--- src/rtl/soc_sprite_pkg.sv ---
// Shared definitions for the sprite fetch block: attribute field layout,
// sprite geometry, fetch FSM states and the per-slot record types.
package soc_sprite_pkg;

  // Attribute word layout
  localparam int unsigned ATTR_EN_BIT    = 31;
  localparam int unsigned ATTR_HFLIP_BIT = 30;
  localparam int unsigned ATTR_ID_LSB    = 26;
  localparam int unsigned ATTR_Y_LSB     = 16;
  localparam int unsigned ATTR_X_LSB     = 0;

  // Sprite geometry: 16x16 pixels, 2 bits per pixel, one ROM word per row
  localparam int unsigned SPRITE_W        = 16;
  localparam int unsigned SPRITE_ROW_BITS = $clog2(SPRITE_W);
  localparam int unsigned BPP             = 2;
  localparam logic [1:0]  TRANSPARENT     = 2'd0;

  typedef enum logic [1:0] {
    IDLE,
    SCAN,
    FETCH,
    CAPTURE
  } fetch_state_t;

  // Programmed attributes of one slot
  typedef struct packed {
    logic       en;
    logic       hflip;
    logic [3:0] id;
    logic [9:0] y;
    logic [9:0] x;
  } attr_t;

  // Row data prepared for one slot (shadow and active sets)
  typedef struct packed {
    logic        hit;
    logic        hflip;
    logic [9:0]  x;
    logic [31:0] word;
  } slot_t;

endpackage

--- src/rtl/soc_sprite_pixel_sel.sv ---
// Combinational priority pixel selection: the lowest-numbered slot that
// covers pix_x with a non-transparent pixel supplies the colour.
module soc_sprite_pixel_sel
  import soc_sprite_pkg::*;
#(
  parameter int unsigned NUM_SLOTS = 4
) (
  input  logic [9:0]                 pix_x,
  input  slot_t [NUM_SLOTS-1:0]      slots,
  output logic                       opaque,
  output logic [1:0]                 color
);

  // Walk slots in priority order; first covering opaque pixel wins
  always_comb begin
    opaque = 1'b0;
    color  = '0;
    for (int unsigned i = 0; i < NUM_SLOTS; i++) begin
      logic [10:0] diff;
      logic [3:0]  idx;
      logic [1:0]  pix;
      // 11-bit difference: columns left of x go negative and never cover
      diff = {1'b0, pix_x} - {1'b0, slots[i].x};
      // Mirrored index 15 - offset is the bitwise complement of a 4-bit offset
      idx  = slots[i].hflip ? ~diff[3:0] : diff[3:0];
      pix  = slots[i].word[int'(idx) * BPP +: BPP];
      if (!opaque && slots[i].hit && (diff[10:SPRITE_ROW_BITS] == '0) &&
          (pix != TRANSPARENT)) begin
        opaque = 1'b1;
        color  = pix;
      end
    end
  end

endmodule

--- src/rtl/soc_sprite_fetch.sv ---
// Sprite line fetch: scans attribute slots for the line given on line_start,
// reads one ROM row per hit into a shadow set, and swaps shadow into the
// active set on the following line_start for 1-cycle pixel lookup.
// Optional feature macro: SPRITE_HFLIP_EN (attribute bit 30 mirrors the row).
module soc_sprite_fetch
  import soc_sprite_pkg::*;
#(
  parameter int unsigned NUM_SLOTS = 4
) (
  input  logic        clk,
  input  logic        reset_n,
  input  logic        line_start,
  input  logic [9:0]  vcount,
  input  logic        attr_write,
  input  logic [1:0]  attr_address,
  input  logic [31:0] attr_writedata,
  output logic [7:0]  rom_address,
  output logic        rom_chipselect,
  input  logic [31:0] rom_readdata,
  input  logic [9:0]  pix_x,
  output logic        pix_opaque,
  output logic [1:0]  pix_color,
  output logic        fetch_busy
);

  attr_t [NUM_SLOTS-1:0] attr;
  slot_t [NUM_SLOTS-1:0] shadow;
  slot_t [NUM_SLOTS-1:0] active;

  fetch_state_t state;
  logic [1:0]   slot;
  logic [9:0]   vcount_q;
  logic [9:0]   cur_x;
  logic         cur_hflip;

  attr_t        cur_attr;
  logic [10:0]  scan_row;
  logic         scan_hit;
  logic         last_slot;

  logic         sel_opaque;
  logic [1:0]   sel_color;

  logic         unused_attr_bits;
  assign unused_attr_bits = ^{attr_writedata[15:10], attr_writedata[ATTR_HFLIP_BIT]};

  // Attribute slot writes; out-of-range indices match no slot
  always_ff @(posedge clk or negedge reset_n) begin
    if (!reset_n) begin
      attr <= '0;
    end else if (attr_write) begin
      for (int unsigned i = 0; i < NUM_SLOTS; i++) begin
        if (attr_address == 2'(i)) begin
          attr[i].en <= attr_writedata[ATTR_EN_BIT];
`ifdef SPRITE_HFLIP_EN
          attr[i].hflip <= attr_writedata[ATTR_HFLIP_BIT];
`else
          attr[i].hflip <= 1'b0;
`endif
          attr[i].id <= attr_writedata[ATTR_ID_LSB +: 4];
          attr[i].y  <= attr_writedata[ATTR_Y_LSB +: 10];
          attr[i].x  <= attr_writedata[ATTR_X_LSB +: 10];
        end
      end
    end
  end

  // Select the attributes of the slot under scan and test the line against them
  always_comb begin
    cur_attr = '0;
    for (int unsigned i = 0; i < NUM_SLOTS; i++) begin
      if (slot == 2'(i)) cur_attr = attr[i];
    end
    // No wrap: y > vcount sets bit 10 and fails the range test
    scan_row  = {1'b0, vcount_q} - {1'b0, cur_attr.y};
    scan_hit  = cur_attr.en && (scan_row[10:SPRITE_ROW_BITS] == '0);
    last_slot = (slot == 2'(NUM_SLOTS - 1));
  end

  // Fetch FSM: SCAN -> (FETCH -> CAPTURE) per slot, restartable by line_start
  always_ff @(posedge clk or negedge reset_n) begin
    if (!reset_n) begin
      state          <= IDLE;
      slot           <= '0;
      vcount_q       <= '0;
      cur_x          <= '0;
      cur_hflip      <= 1'b0;
      rom_chipselect <= 1'b0;
      rom_address    <= '0;
      fetch_busy     <= 1'b0;
      shadow         <= '0;
      active         <= '0;
    end else begin
      rom_chipselect <= 1'b0;
      if (line_start) begin
        // Slots at or beyond the scan pointer of an interrupted fetch hold
        // stale rows from an earlier line, so they are committed as misses
        for (int unsigned i = 0; i < NUM_SLOTS; i++) begin
          active[i] <= shadow[i];
          if ((state != IDLE) && (2'(i) >= slot)) active[i].hit <= 1'b0;
        end
        vcount_q   <= vcount;
        slot       <= '0;
        state      <= SCAN;
        fetch_busy <= 1'b1;
      end else begin
        case (state)
          SCAN: begin
            if (scan_hit) begin
              rom_chipselect <= 1'b1;
              rom_address    <= {cur_attr.id, scan_row[3:0]};
              cur_x          <= cur_attr.x;
              cur_hflip      <= cur_attr.hflip;
              state          <= FETCH;
            end else begin
              for (int unsigned i = 0; i < NUM_SLOTS; i++) begin
                if (slot == 2'(i)) shadow[i].hit <= 1'b0;
              end
              if (last_slot) begin
                state      <= IDLE;
                fetch_busy <= 1'b0;
              end else begin
                slot <= slot + 2'd1;
              end
            end
          end
          FETCH: begin
            state <= CAPTURE;
          end
          CAPTURE: begin
            for (int unsigned i = 0; i < NUM_SLOTS; i++) begin
              if (slot == 2'(i)) begin
                shadow[i].hit   <= 1'b1;
                shadow[i].hflip <= cur_hflip;
                shadow[i].x     <= cur_x;
                shadow[i].word  <= rom_readdata;
              end
            end
            if (last_slot) begin
              state      <= IDLE;
              fetch_busy <= 1'b0;
            end else begin
              slot  <= slot + 2'd1;
              state <= SCAN;
            end
          end
          default: begin
            state <= IDLE;
          end
        endcase
      end
    end
  end

  soc_sprite_pixel_sel #(
    .NUM_SLOTS(NUM_SLOTS)
  ) u_pixel_sel (
    .pix_x  (pix_x),
    .slots  (active),
    .opaque (sel_opaque),
    .color  (sel_color)
  );

  // Register the pixel lookup result (one cycle latency)
  always_ff @(posedge clk or negedge reset_n) begin
    if (!reset_n) begin
      pix_opaque <= 1'b0;
      pix_color  <= '0;
    end else begin
      pix_opaque <= sel_opaque;
      pix_color  <= sel_color;
    end
  end

endmodule

--- config.mk ---
export PLATFORM = sky130hd
export DESIGN_NAME = soc_sprite_fetch
export DESIGN_NICKNAME = d
export VERILOG_FILES = /design/src/rtl/soc_sprite_pkg.sv /design/src/rtl/soc_sprite_pixel_sel.sv /design/src/rtl/soc_sprite_fetch.sv
export SDC_FILE = /design/constraint.sdc
export NUM_CORES = 1
export LEC_CHECK = 0
export ABC_AREA = 1
export BUFFER_PORTS_ARGS = -buffer_cell sky130_fd_sc_hd__buf_2
export CELL_PAD_IN_SITES_DETAIL_PLACEMENT = 0
export CELL_PAD_IN_SITES_GLOBAL_PLACEMENT = 1
export CORE_ASPECT_RATIO = 1.1
export CORE_MARGIN = 1
export CORE_UTILIZATION = 42
export CTS_CLUSTER_DIAMETER = 60
export DETAILED_ROUTE_END_ITERATION = 7
export PLACE_DENSITY_LB_ADDON = 0.1
export SLEW_MARGIN = 0
export SYNTH_ARGS = -nofsm -noshare
export SYNTH_HDL_FRONTEND = slang
export SYNTH_SLANG_ARGS = --single-unit
--- constraint.sdc ---
create_clock -name clk -period 3.4 [get_ports clk]
set_input_delay 0.68 -clock clk [delete_from_list [all_inputs] [get_ports clk]]
set_output_delay 0.68 -clock clk [all_outputs]
set_load 0.005 [all_outputs]
; Word-level counts from Yosys, hierarchy flattened
; Index checks and enable logic that the tools add are counted.
[totals]
regBits = 490
latch_bits = 0
mem_bits_rw = 0
mem_bits_ro = 0
input_bits = 90
out_inout_bits = 13
word_cells = 196
n_memories = 0
[op_classes]
addsub = 6
n_mul = 0
div = 0
n_lt_le_gt_ge = 4
eq_ne = 20
shift = 4
n_mux = 52
n_bitwise = 5
reduce_logical = 47
[ops]
columns = cell, count
row1 = 44-bit two-way mux, 4
row2 = 32-bit by 6-bit indexed part select with 2-bit output, 4
row3 = 26-bit two-way mux, 4
row4 = 10-bit by 10-bit subtractor with 11-bit output, 5
row5 = 7-bit zero test, 5
row6 = 1-bit two-way mux, 23
row7 = 2-bit two-way mux, 10
row8 = 5-bit AND reduction, 4
row9 = "2-bit inequality test, second input constant", 9
row10 = 1-bit logical AND, 16
row11 = 4-bit two-way mux, 4
row12 = 4-bit NOT, 4
row13 = 3-bit AND reduction, 5
row14 = "2-bit equality test, second input constant", 6
row15 = 2-bit nonzero test, 6
row16 = 1-bit case mux with 2 select lines, 5
row17 = 2-bit AND reduction, 5
row18 = "2-bit by 1-bit equality test with 1-bit output, second input constant", 3
row19 = 2-bit case mux with 3 select lines, 1
row20 = "1-bit by 2-bit >= comparator with 1-bit output, first input constant", 2
row21 = "2-bit >= comparator, first input constant", 2
row22 = 2-bit zero test, 2
row23 = "4-bit inequality test, second input constant", 1
row24 = 2-bit case mux with 2 select lines, 1
row25 = 5 further kinds, 7

; Depth between registers and ports, before layout
; Gate-level depths: netlist of run 1.
[logic_depth]
depth_word = 22
mapped_depth = 26
ltp_nobuf = 23

; By module
; A second synthesis of run 1 with hierarchy kept.
[unflattened]
cells_unflattened = 3017
area_unflattened_um2 = 23391.2
[modules_own_cells]
columns = module, instances, cells_per_inst, area_each_um2
row1 = soc_sprite_fetch, 1, 2122, 18998.2
row2 = soc_sprite_pixel_sel, 1, 895, 4393.0

; Worst setup path before layout of run 1
; No wires, ideal clock.
[synth_timing]
kind = flip-flop to flip-flop
start = register slot[1]
end = register cur_x[6]
setup_time_ns = 0.123
arrival_ns = 3.382
required_ns = 3.277
slack_ns = -0.105
stages_incl_launch_ff = 27
path_buffers = 4
cell_sequence = dfrtp_1 -> inv_1 -> ha_1 -> buf_2 -> inv_1 -> nand2_1 -> inv_2 -> clkbuf_1 -> a22oi_1 -> nand2_1 -> o21ai_0 -> a21oi_1 -> ha_1 -> fa_1 -> inv_1 -> nand3_1 -> nand3_2 -> nand3_2 -> nand2_1 -> xor2_1 -> nand4_1 -> nor2_2 -> nand4_2 -> buf_6 -> buf_8 -> nand2_1 -> o21ai_1
[synth_between]
elab_chain_cells = 9
word_cells_on_any_way = 12
[synth_rtl]
columns = element, line_no
row1 = from (decl), soc_sprite_fetch.sv:31  ; logic [1:0] slot;
row2 = from (signal assigned), soc_sprite_fetch.sv:123  ; slot <= slot + 2'd1;
row3 = from (signal assigned), soc_sprite_fetch.sv:143  ; slot <= slot + 2'd1;
row4 = 2-bit zero test, soc_sprite_fetch.sv:72  ; if (slot == 2'(i)) cur_attr = attr[i];
row5 = 26-bit two-way mux (3 in a row), soc_sprite_fetch.sv:72
row6 = 26-bit two-way mux *, soc_sprite_fetch.sv:72
row7 = 10-bit by 10-bit subtractor with 11-bit output, soc_sprite_fetch.sv:75  ; scan_row = {1'b0, vcount_q} - {1'b0, cur_attr.y};
row8 = 7-bit zero test, soc_sprite_fetch.sv:76  ; scan_hit = cur_attr.en && (scan_row[10:SPRITE_ROW_BITS] == '0);
row9 = 1-bit logical AND, soc_sprite_fetch.sv:76
row10 = 3-bit AND reduction (no source line), n/a
row11 = to (signal assigned), soc_sprite_fetch.sv:112  ; cur_x <= cur_attr.x;
row12 = to (decl), soc_sprite_fetch.sv:33  ; logic [9:0] cur_x;
; Mark *: on every way between the ends. The rest lies on a longest branch, timed or not.
; A chain may end at the register's enable or synchronous reset.

; Final worst setup path of run 1
[layout_timing]
start = register slot[1]
end = register slot[1]
[layout_between]
elab_chain_cells = 10
word_cells_on_any_way = 18
[layout_rtl]
columns = element, line_no
row1 = 2-bit zero test, soc_sprite_fetch.sv:72
row2 = 26-bit two-way mux (4 in a row), soc_sprite_fetch.sv:72
row3 = 10-bit by 10-bit subtractor with 11-bit output, soc_sprite_fetch.sv:75
row4 = 7-bit zero test, soc_sprite_fetch.sv:76
row5 = 1-bit logical AND, soc_sprite_fetch.sv:76
row6 = 3-bit inequality test (no source line), n/a
row7 = 2-bit AND reduction (no source line), n/a
; Parallel ways exist; a longest one is shown, timed or not. The select of a mux whose other input is x is not followed.

==> results of run 1 <==
## area by class of cell
cell class / count / area, um2
fillers: 5116 / 26100
flip-flops and latches: 481 / 12000
multi-input cells: 1787 / 8850
repair buffers: 208 / 1620
clock buffers: 78 / 1590
inverters: 288 / 1090
well taps: 675 / 845
clock inverters: 26 / 254
diodes: 1 / 2.50
## registers in the layout, indices dropped and copies added, names as in the netlist, 2 cells and up
register     cells
slot             2
cur_x           10
pix_color        2
active         172
rom_address      8
shadow         172
attr           100
state            2
vcount_q        10
## kinds of logic (layout without fill, tap and decap cells)
family	after synthesis	after routing	share of synthesized area, %
AOI/OAI and AO/OA	575	575	13.8
buffers and inverters	420	600	7.29
muxes	13	13	0.585
adders and majority gates	60	60	3.54
and+or+nand+nor	1124	1124	20.1
other	0	1	0
DFF	481	481	54.1
xor gates and xnor gates	15	15	0.591
## critical path, delay by kind of cell (launching register included)
| family | cells | cell delay, ns |
|---|---|---|
| simple gates | 12 | 1.16 |
| buf+inv | 6 | 0.66 |
| fa+ha+maj | 2 | 0.56 |
| flops | 1 | 0.39 |
| compound gates | 2 | 0.33 |
| xor+xnor | 1 | 0.14 |
## through the flow
step	worst slack (ns)	cells	power [mW]
2_1_floorplan	0.00223	2688	8.71
3_3_place_gp	-0.206	3427	10.1
3_5_place_dp	-0.187	3427	10.2
4_1_cts	-0.0711	3538	16.4
5_1_grt	-0.167	3543	17.4
6_report	0.0381	3544	16.5
## Yosys cell counts, drive strengths merged
cell type / n / area share, %
o211ai: 30 / 1.0
a21o: 5 / 0.17
buf: 30 / 0.70
nand4: 18 / 0.53
nand2: 928 / 16
dfrtp: 481 / 54
o22ai: 1 / 0.028
nor3: 9 / 0.20
fa: 5 / 0.45
o21a: 2 / 0.067
xnor2: 7 / 0.28
or2: 2 / 0.056
a22oi: 23 / 0.78
o21bai: 6 / 0.20
clkbuf: 102 / 1.7
inv: 288 / 4.9
o21ai: 452 / 10
a21oi: 54 / 1.2
nor2: 49 / 0.84
mux2i: 13 / 0.59
nand3b: 8 / 0.27
ha: 55 / 3.1
nand3: 110 / 2.5
a22o: 1 / 0.039
xor2: 8 / 0.32
a221oi: 1 / 0.039
## worst max path at each step
stage	endpoint	slack, ns	cells after the start
floorplan	cur_x[6]	0.002	26
global placement	fetch_busy	-0.21	20
detailed placement	fetch_busy	-0.19	20
CTS	slot[1]	-0.07	20
global route	slot[1]	-0.17	23
finish	slot[1]	0.04	23
## power by group
group / leakage [nW] / total [mW] / internal [mW] / switching [mW]
clock network: 0.911 / 5.99 / 3.50 / 2.48
logic: 5.67 / 3.83 / 1.58 / 2.25
registers: 6.51 / 6.66 / 6.33 / 0.330
## what timing repair did
item                       4_1_cts  5_1_grt
gates resized for setup         39       51
setup endpoints to repair       27       28
setup buffers                    5        8
pin swaps                       12       19
gates cloned                     2        1
## layer usage
metal / GRT usage [%] / wire (um) / vias up
li1: - / - / 8904
met1: 32.3 / 28500 / 8567
met2: 39.4 / 29300 / 316
met3: 2.88 / 2350 / 87
met4: 6.44 / 1390 / 2
met5: 0 / 9 / -
==> results.toml, run 1 <==
[logic_synthesis]
syn_area_per_cell_um2 = 8.27
synthCells = 2688
syn_nets = 2838
synth_warnings = 0
syn_area_um2 = 22200
synth_seq_cells = 481
yosysSeqAreaShare_pct = 54.1
synth_cell_types = 39

[clock_tree]
root_buffer = "clkbuf_16"
cts.path.max_buffers = 3
cts_max_level = 2
numCtsBuffers = 55
cts_sinks = 481
clk_pin_slew_worst_paths_ns = 0.06
postCtsHoldBufs = 0
clkLatencyLatePin_ns = 0.61
cts_tree = "yes"

[floorplan]
die_h_um = 243
io_pins = 103
die_w_um = 221
die_area_um2 = 53900
rows = 88
start_util_pct = 42.4
fp.coreArea_um2 = 52400

[timing]
fin_skew_ns = 0.0104
tightest_slew_ns = 1.36
maxSlewViolCount = 0
setup-tns-final_ns = 0
fmax_mhz = 297
finalSetupViolations = 0
post-route-period-util_pct = 98.9
hold_viol = 0
rsz0062_at_grt = "true"
finalCriticalPeriod_ns = 3.36
whs_ns = 0.100
relSlewSlack_pct = 9.38

[worst_setup_path]
cp-start-kind = "register"
critPathLaunch = "slot[1]"
worst-path-max-fanout = 8
cpPeakStageDelay_ns = 0.40
rrSetupSlack_ns = 0.04
critPathArrivalTime_ns = 3.86
worstReg2RegStart = "slot[1]"
timing.critical_path.slowest_stage_cell = "fa_2"
rr_endpoint = "slot[1]"
cp-end-kind = "register"
rr_worst_depth = 23
cpMostUsedCell = "nand2_1"
worstPathCellList = "inv_2 -> ha_4 -> inv_4 -> nand2_4 -> inv_6 -> clkbuf_16 -> a22o_1 -> nand2_1 -> nand2_1 -> o21a_4 -> fa_2 -> inv_2 -> nand3_2 -> nand3_4 -> nand3_2 -> nand2_2 -> xor2_1 -> nand4_1 -> nor2_4 -> nand4_4 -> buf_8 -> nand3b_1 -> nand2_1"
criticalPathCategory = "register to register"
worstPathRequired_ns = 3.89

[detailed_routing]
wirelength_um = 61500
drt-vias-per-instance = 5.04
drc_errors = 0
dr_total_vias = 17900
ant_nets = 0
first_pass_iters = 5
drt_iter0_markers = 1339
wire_per_inst_um = 17.4

[power]
power_density_nw_per_um2 = 627
peakVddDrop_v = 0.000442
p_leak_nw = 13.1

[placed_design]
dp_hpwl_um = 41100
placed_area_um2 = 24100
gp_routability_congestion = 0.842
port_buffers = 95

[job]
maxCapViolCount = 0

[final_layout]
layout_commonest_cell = "nand2_1"
final_nets = 2971
layout_common_cells = "nand2_1, dfrtp_1, o21ai_0"
drive_above_1_share_pct = 12.7
fin_util_pct = 50.1
syn2layout_area_growth_pct = 18.1
final_area_um2 = 26300

[global_route]
grt-ovfl-total = 0
grt_pass1_vias = 17700
grt_pass1_wl_um = 99800
grt_use_total_pct = 23.6
grt_antenna_before_repair = 2
grt_max_degree = 258

[run_status]
run_status = "finished, final reports clean"

[worst_hold_path]
worstHoldPathType = "input port to async pin"
Note: power is estimated with default switching activity, not from simulation.
==> inputs of run 2 (changes only) <==
--- a/config.mk
+++ b/config.mk
@@ -11,10 +11,11 @@
 export CELL_PAD_IN_SITES_GLOBAL_PLACEMENT = 1
 export CORE_ASPECT_RATIO = 1.1
 export CORE_MARGIN = 1
-export CORE_UTILIZATION = 42
+export CORE_UTILIZATION = 44
+export CTS_BUF_LIST = sky130_fd_sc_hd__clkbuf_8
 export CTS_CLUSTER_DIAMETER = 60
 export DETAILED_ROUTE_END_ITERATION = 7
-export PLACE_DENSITY_LB_ADDON = 0.1
+export PLACE_DENSITY = 0.79
 export SLEW_MARGIN = 0
 export SYNTH_ARGS = -nofsm -noshare
 export SYNTH_HDL_FRONTEND = slang
==> run 2 against run 1 <==
Net effect:
- the run now ends with negative setup slack left
- sequential share of layout area rose by 0.35 points
- critical endpoint unchanged
- utilization rose by 2.0 points
- maximum frequency fell by 1.6%
- clock power fell by 15%
- final area fell by 0.75%
- flip-flop and latch count did not move
==> results.toml, run 2 (same netlist as run 1, synthesis figures left out) <==
[run_status]
run_status = "finished, violations left"
violations = "negative setup slack"

[worst_setup_path]
cp-end-kind = "register"
worstPathRequired_ns = 3.94
cpMostUsedCell = "nand2_1"
timing.critical_path.slowest_stage_cell = "dfrtp_2"
path_buf_inv = 5
critPathArrivalTime_ns = 3.95
rrSetupSlack_ns = -0.02
cpLargestDelayFamily = "simple AND/OR/NAND/NOR gates"
cpPeakStageDelay_ns = 0.45
criticalPathCategory = "register to register"
worstPathCellList = "ha_4 -> buf_4 -> buf_6 -> a22o_1 -> nand2_1 -> nand2_1 -> o21a_1 -> fa_2 -> inv_2 -> nand3_2 -> nand3_4 -> nand3_2 -> nand2_2 -> xor2_1 -> nand4_1 -> nor2_4 -> nand4_4 -> buf_12 -> buf_12 -> nand3b_1 -> nand2_1"
worst-path-max-fanout = 9
cp-start-kind = "register"

[clock_tree]
postCtsHoldBufs = 0
cts_tree = "yes"
root_buffer = "clkbuf_8"
cts.path.max_buffers = 3
clkLatencyLatePin_ns = 0.66
cts_sinks = 481
clk_pin_slew_worst_paths_ns = 0.06
cts_max_level = 3
numCtsBuffers = 79

[floorplan]
io_pins = 103
start_util_pct = 44.4
die_area_um2 = 51400
die_w_um = 216
die_h_um = 238
fp.coreArea_um2 = 50000
rows = 86

[global_route]
grt_antenna_before_repair = 6
grt_pass1_wl_um = 95300
grt_pass1_vias = 17800
grt_use_total_pct = 23.7
grt-ovfl-total = 0
grt_max_degree = 222

[detailed_routing]
wirelength_um = 59000
drc_errors = 0
drt-vias-per-instance = 5.08
ant_nets = 0
first_pass_iters = 5
drt_iter0_markers = 1342
wire_per_inst_um = 16.5
dr_total_vias = 18100

[final_layout]
layout_commonest_cell = "nand2_1"
fin_util_pct = 52.1
layout_common_cells = "nand2_1, dfrtp_1, o21ai_0"
syn2layout_area_growth_pct = 17.2
fillers = 4734
final_area_um2 = 26100
reg_top3 = "active (172), shadow (172), attr (100)"
final_nets = 3000
drive_above_1_share_pct = 13.3

[timing]
rsz0062_at_grt = "true"
fin_skew_ns = 0.0197
hold_viol = 0
fmax_mhz = 293
fin_ws_ns = -0.0175
post-route-period-util_pct = 101
finalCriticalPeriod_ns = 3.42
finalSetupViolations = 8
maxSlewViolCount = 0
relSlewSlack_pct = 37.7
tightest_slew_ns = 0.935

[job]
maxCapViolCount = 0

[placed_design]
placed_area_um2 = 24000
gp_routability_congestion = 0.852
port_buffers = 95
dpl_worst_slack_ns = -0.280
dp_hpwl_um = 39400

[power]
peakVddDrop_v = 0.000390
p_leak_nw = 13.1
p_total_mw = 15.7
power_density_nw_per_um2 = 600

[worst_hold_path]
worstHoldPathType = "input port to async pin"
## run 2: area by class of cell
type,count,area [um2],share of cell area (%)
multi-input cells,1787,8830,33.9
clock buffers,100,1380,5.28
inverters,288,1090,4.17
diodes,4,10.0,0.0384
clock inverters,37,218,0.835
flip-flops and latches,481,12000,46.2
well taps,660,826,3.17
repair buffers,213,1690,6.47
## run 2: routing by layer
layer  routed length, um  global-route usage (%)  up-vias
met2               28000                    38.8      416
li1                    -                       -     8945
met5                  31                       0        -
met1               26300                    31.7     8665
met3                3260                    4.34       91
met4                1370                    7.87        4
## run 2: timing repair
item	4_1_cts	5_1_grt
cloned	3	0
pin swaps	18	10
buffers inserted	12	2
gates resized for setup	57	26
setup endpoints to repair	27	27
## run 2: worst register-to-register path: cells and delay by family (launching register included)
kind	cells	cell delay, ns
xor gates and xnor gates	1	0.14
and+or+nand+nor	11	1.09
buffers and inverters	5	0.70
DFF	1	0.45
adders and majority gates	2	0.59
AOI/OAI and AO/OA	2	0.36
## run 2: worst paths after layout
check,startpoint,to,cells after the start
hold reg to reg,shadow[32],active[32],2
min in group clk,vcount[2],vcount_q[2],3
max in group asynchronous,reset_n,attr[5],2
setup / recovery,slot[0],slot[1],21
setup reg to reg,slot[0],slot[1],21
hold / removal,reset_n,active[60],1
## run 2: per-stage QoR
| step | setup TNS (ns) | hold slack (ns) | cells |
|---|---|---|---|
| floorplan | 0 | 0.384 | 2688 |
| global placement | -4.30 | 0.452 | 3412 |
| detailed placement | -6.76 | 0.457 | 3412 |
| CTS | -0.312 | 0.0325 | 3564 |
| global route | -3.93 | 0.0797 | 3569 |
| finish | -0.0710 | 0.0557 | 3570 |
## run 2: where the power goes
part           switching (mW)  internal (mW)  total (mW)
clock network            2.33           2.79        5.12
logic                    2.26           1.61        3.87
registers               0.336           6.33        6.67
==> inputs of run 3 (changes only) <==
--- a/config.mk
+++ b/config.mk
@@ -5,18 +5,16 @@
 export SDC_FILE = /design/constraint.sdc
 export NUM_CORES = 1
 export LEC_CHECK = 0
-export ABC_AREA = 1
 export BUFFER_PORTS_ARGS = -buffer_cell sky130_fd_sc_hd__buf_2
 export CELL_PAD_IN_SITES_DETAIL_PLACEMENT = 0
 export CELL_PAD_IN_SITES_GLOBAL_PLACEMENT = 1
 export CORE_ASPECT_RATIO = 1.1
 export CORE_MARGIN = 1
-export CORE_UTILIZATION = 44
+export CORE_UTILIZATION = 45
 export CTS_BUF_LIST = sky130_fd_sc_hd__clkbuf_8
 export CTS_CLUSTER_DIAMETER = 60
 export DETAILED_ROUTE_END_ITERATION = 7
-export PLACE_DENSITY = 0.79
-export SLEW_MARGIN = 0
+export PLACE_DENSITY = 0.74
 export SYNTH_ARGS = -nofsm -noshare
 export SYNTH_HDL_FRONTEND = slang
 export SYNTH_SLANG_ARGS = --single-unit
==> run 3 against run 2 <==
Net effect:
- the run still ends with negative setup slack left
- combinational power about the same
- via count fell by 24%
- total power up 2.3%
- first-iteration DRC count down 50%
- critical path type unchanged
- synthesized cell count decreased by 39%
- worst setup slack got worse by 0.55 ns
- die area shrank 3.9%
- flip-flop and latch count unchanged
- maximum frequency decreased by 14%
- global-route usage fell by 2.9 points
- critical path depth down 3
==> results.toml, run 3 <==
[detailed_routing]
dr_total_vias = 13800
wirelength_um = 49500
drt_iter0_markers = 672
ant_nets = 0
drc_errors = 0
wire_per_inst_um = 19.3
first_pass_iters = 5
drt-vias-per-instance = 5.36

[worst_hold_path]
worstHoldPathType = "input port to register"
whs_path_depth = 2
holdPathEnd = "vcount_q[4]"
min_from = "vcount[4]"

[final_layout]
syn2layout_area_growth_pct = 18.5
reg_top3 = "active (172), shadow (172), attr (100)"
fillers = 4047
final_nets = 2010
instances_no_fill = 2571
layout_commonest_cell = "dfrtp_1"
drive_above_1_share_pct = 43.9
layout_common_cells = "dfrtp_1, mux2_2, buf_4"

[timing]
fmax_mhz = 252
maxSlewViolCount = 0
fin_ws_ns = -0.564
finalSetupViolations = 28
rsz0062_at_grt = "true"
finalCriticalPeriod_ns = 3.96
tightest_slew_ns = 0.922
post-route-period-util_pct = 117
setup-tns-final_ns = -12.17
fin_skew_ns = 0.0331
hold_viol = 0
relSlewSlack_pct = 38.5

[clock_tree]
numCtsBuffers = 82
cts_tree = "yes"
clk_pin_slew_worst_paths_ns = 0.06
cts_sinks = 481
root_buffer = "clkbuf_8"
cts_max_level = 3
cts.path.max_buffers = 3
clkLatencyLatePin_ns = 0.67

[floorplan]
rows = 84
die_area_um2 = 49400
start_util_pct = 45.7
io_pins = 103
fp.coreArea_um2 = 47800
die_w_um = 212
die_h_um = 233

[logic_synthesis]
synth_top_area_share_pct = 55.1
yosysSeqAreaShare_pct = 55.1
synthTopCellsByArea = "dfrtp_1, mux2_2, mux4_2, ha_1, o21ai_0"
async_flop_share_pct = 100
synth_seq_cells = 481
synthCells = 1634
synth_edf_count = 0
synth_warnings = 0
yosysTopAreaCell = "dfrtp_1"
synth_ff_type = "dfrtp_1"
netlist_top_cells_count = "dfrtp_1, mux2_2, o21ai_0"
syn_area_per_cell_um2 = 13.4
syn_nets = 1784
synth_most_common_cell = "dfrtp_1"
syn_area_um2 = 21800
synth_cell_types = 65

[power]
peakVddDrop_v = 0.000353
p_leak_nw = 12.6
power_density_nw_per_um2 = 618
p_total_mw = 16.0

[global_route]
grt_pass1_vias = 14400
grt_use_total_pct = 20.8
grt_antenna_before_repair = 1
grt_pass1_wl_um = 78800
grt-ovfl-total = 0
grt_max_degree = 153

[placed_design]
port_buffers = 95
dpl_worst_slack_ns = -0.671
dp_hpwl_um = 34000
gp_routability_congestion = 0.848
place_inst = 2413

[worst_setup_path]
rr_worst_depth = 18
critPathArrivalTime_ns = 4.49
rr_endpoint = "cur_x[5]"
rrSetupSlack_ns = -0.56
worst-path-max-fanout = 19
criticalPathCategory = "register to register"
cp-start-kind = "register"
worstPathRequired_ns = 3.92
cp-end-kind = "register"
worstReg2RegStart = "slot[0]"

[run_status]
run_status = "finished, violations left"
violations = "negative setup slack"

[job]
maxCapViolCount = 0
==> run 3: changes by cell type after synthesis, moves of 11 or more <==
cell and change:
buf_2 -15, nor2b_1 +12, mux2_2 +421, nand2_1 -848, mux4_2 +36, nand3_1 -96, clkbuf_1 -33, o21ai_0 -359
o211ai_1 -28, nand4_1 -13, o21a_1 +11, nor2_1 +12, inv_1 -214, o21ai_1 -11
==> run 3: worst max path at each step <==
stage / start / to / slack (ns) / cells after the start
2_1_floorplan: slot[0] / cur_x[2] / -0.74 / 21
3_3_place_gp: slot[0] / cur_x[8] / -0.62 / 17
6_report: slot[0] / cur_x[5] / -0.56 / 18
5_1_grt: slot[0] / cur_x[5] / -0.74 / 18
3_5_place_dp: slot[0] / cur_x[7] / -0.67 / 17
4_1_cts: slot[0] / cur_x[5] / -0.56 / 18
==> run 3: timing repair <==
item                       CTS  global route
pin swaps                    7            13
setup buffers                6             4
hold endpoints to repair    58             0
hold buffers                 1             0
gates cloned                 0             0
setup endpoints to repair   28            28
resized for setup           22            11
==> run 3: critical path, stage by stage (launching register included) <==
cell      delay, ns
dfrtp_2        0.44
inv_2          0.10
ha_4           0.13
nor2b_4        0.22
a22oi_1        0.09
nor2_1         0.09
a21oi_1        0.05
o21ai_1        0.13
ha_2           0.20
fa_2           0.24
nor2b_4        0.05
o21ai_4        0.20
a31oi_4        0.11
or4_4          0.50
a221oi_4       0.30
nand4_2        0.13
or3_4          0.35
buf_12         0.17
mux2_4         0.30
==> run 3: logic make-up (layout without fill, tap and decap cells) <==
family	count (synthesis)	in the layout	synth area share, %
muxes	478	478	26.5
adders and majority gates	60	60	3.61
buffers and inverters	152	443	2.73
and+or+nand+nor	211	211	4.50
other	0	1	0
xor gates and xnor gates	15	15	0.601
DFF	481	481	55.1
AOI/OAI and AO/OA	237	237	6.94
==> run 3: final cells by class <==
type / count / area [um2] / share of cell area (%)
Clock inverter: 48 / 334 / 1.29
Sequential cell: 481 / 12000 / 46.5
Tap cell: 645 / 807 / 3.12
Antenna cell: 1 / 2.50 / 0.00966
Multi-Input combinational cell: 1001 / 9410 / 36.3
Clock buffer: 101 / 1390 / 5.37
Inverter: 72 / 270 / 1.04
Timing Repair Buffer: 222 / 1640 / 6.33
==> run 3: report_power, final <==
part / internal, mW / switching (mW)
Combinational: 2.00 / 1.87
Clock: 3.00 / 2.34
Sequential: 6.41 / 0.382
==> run 3: layer usage <==
metal,wire (um),part of all wire (%),global-route usage (%)
met5,0,0,0
met4,984,2.0,7.09
met3,1890,3.8,3.74
met2,23900,48,33.5
met1,22800,46,28.4
==> run 3: stage by stage <==
stage	utilization (%)	instance area (um2)	hold slack, ns
final	54.1	25900	0.257
after global routing	54.1	25900	0.233
after CTS	54.0	25800	0.197
after detailed placement	50.1	23900	0.461
after global placement	50.1	23900	0.456
after floorplan	-	21900	0.384
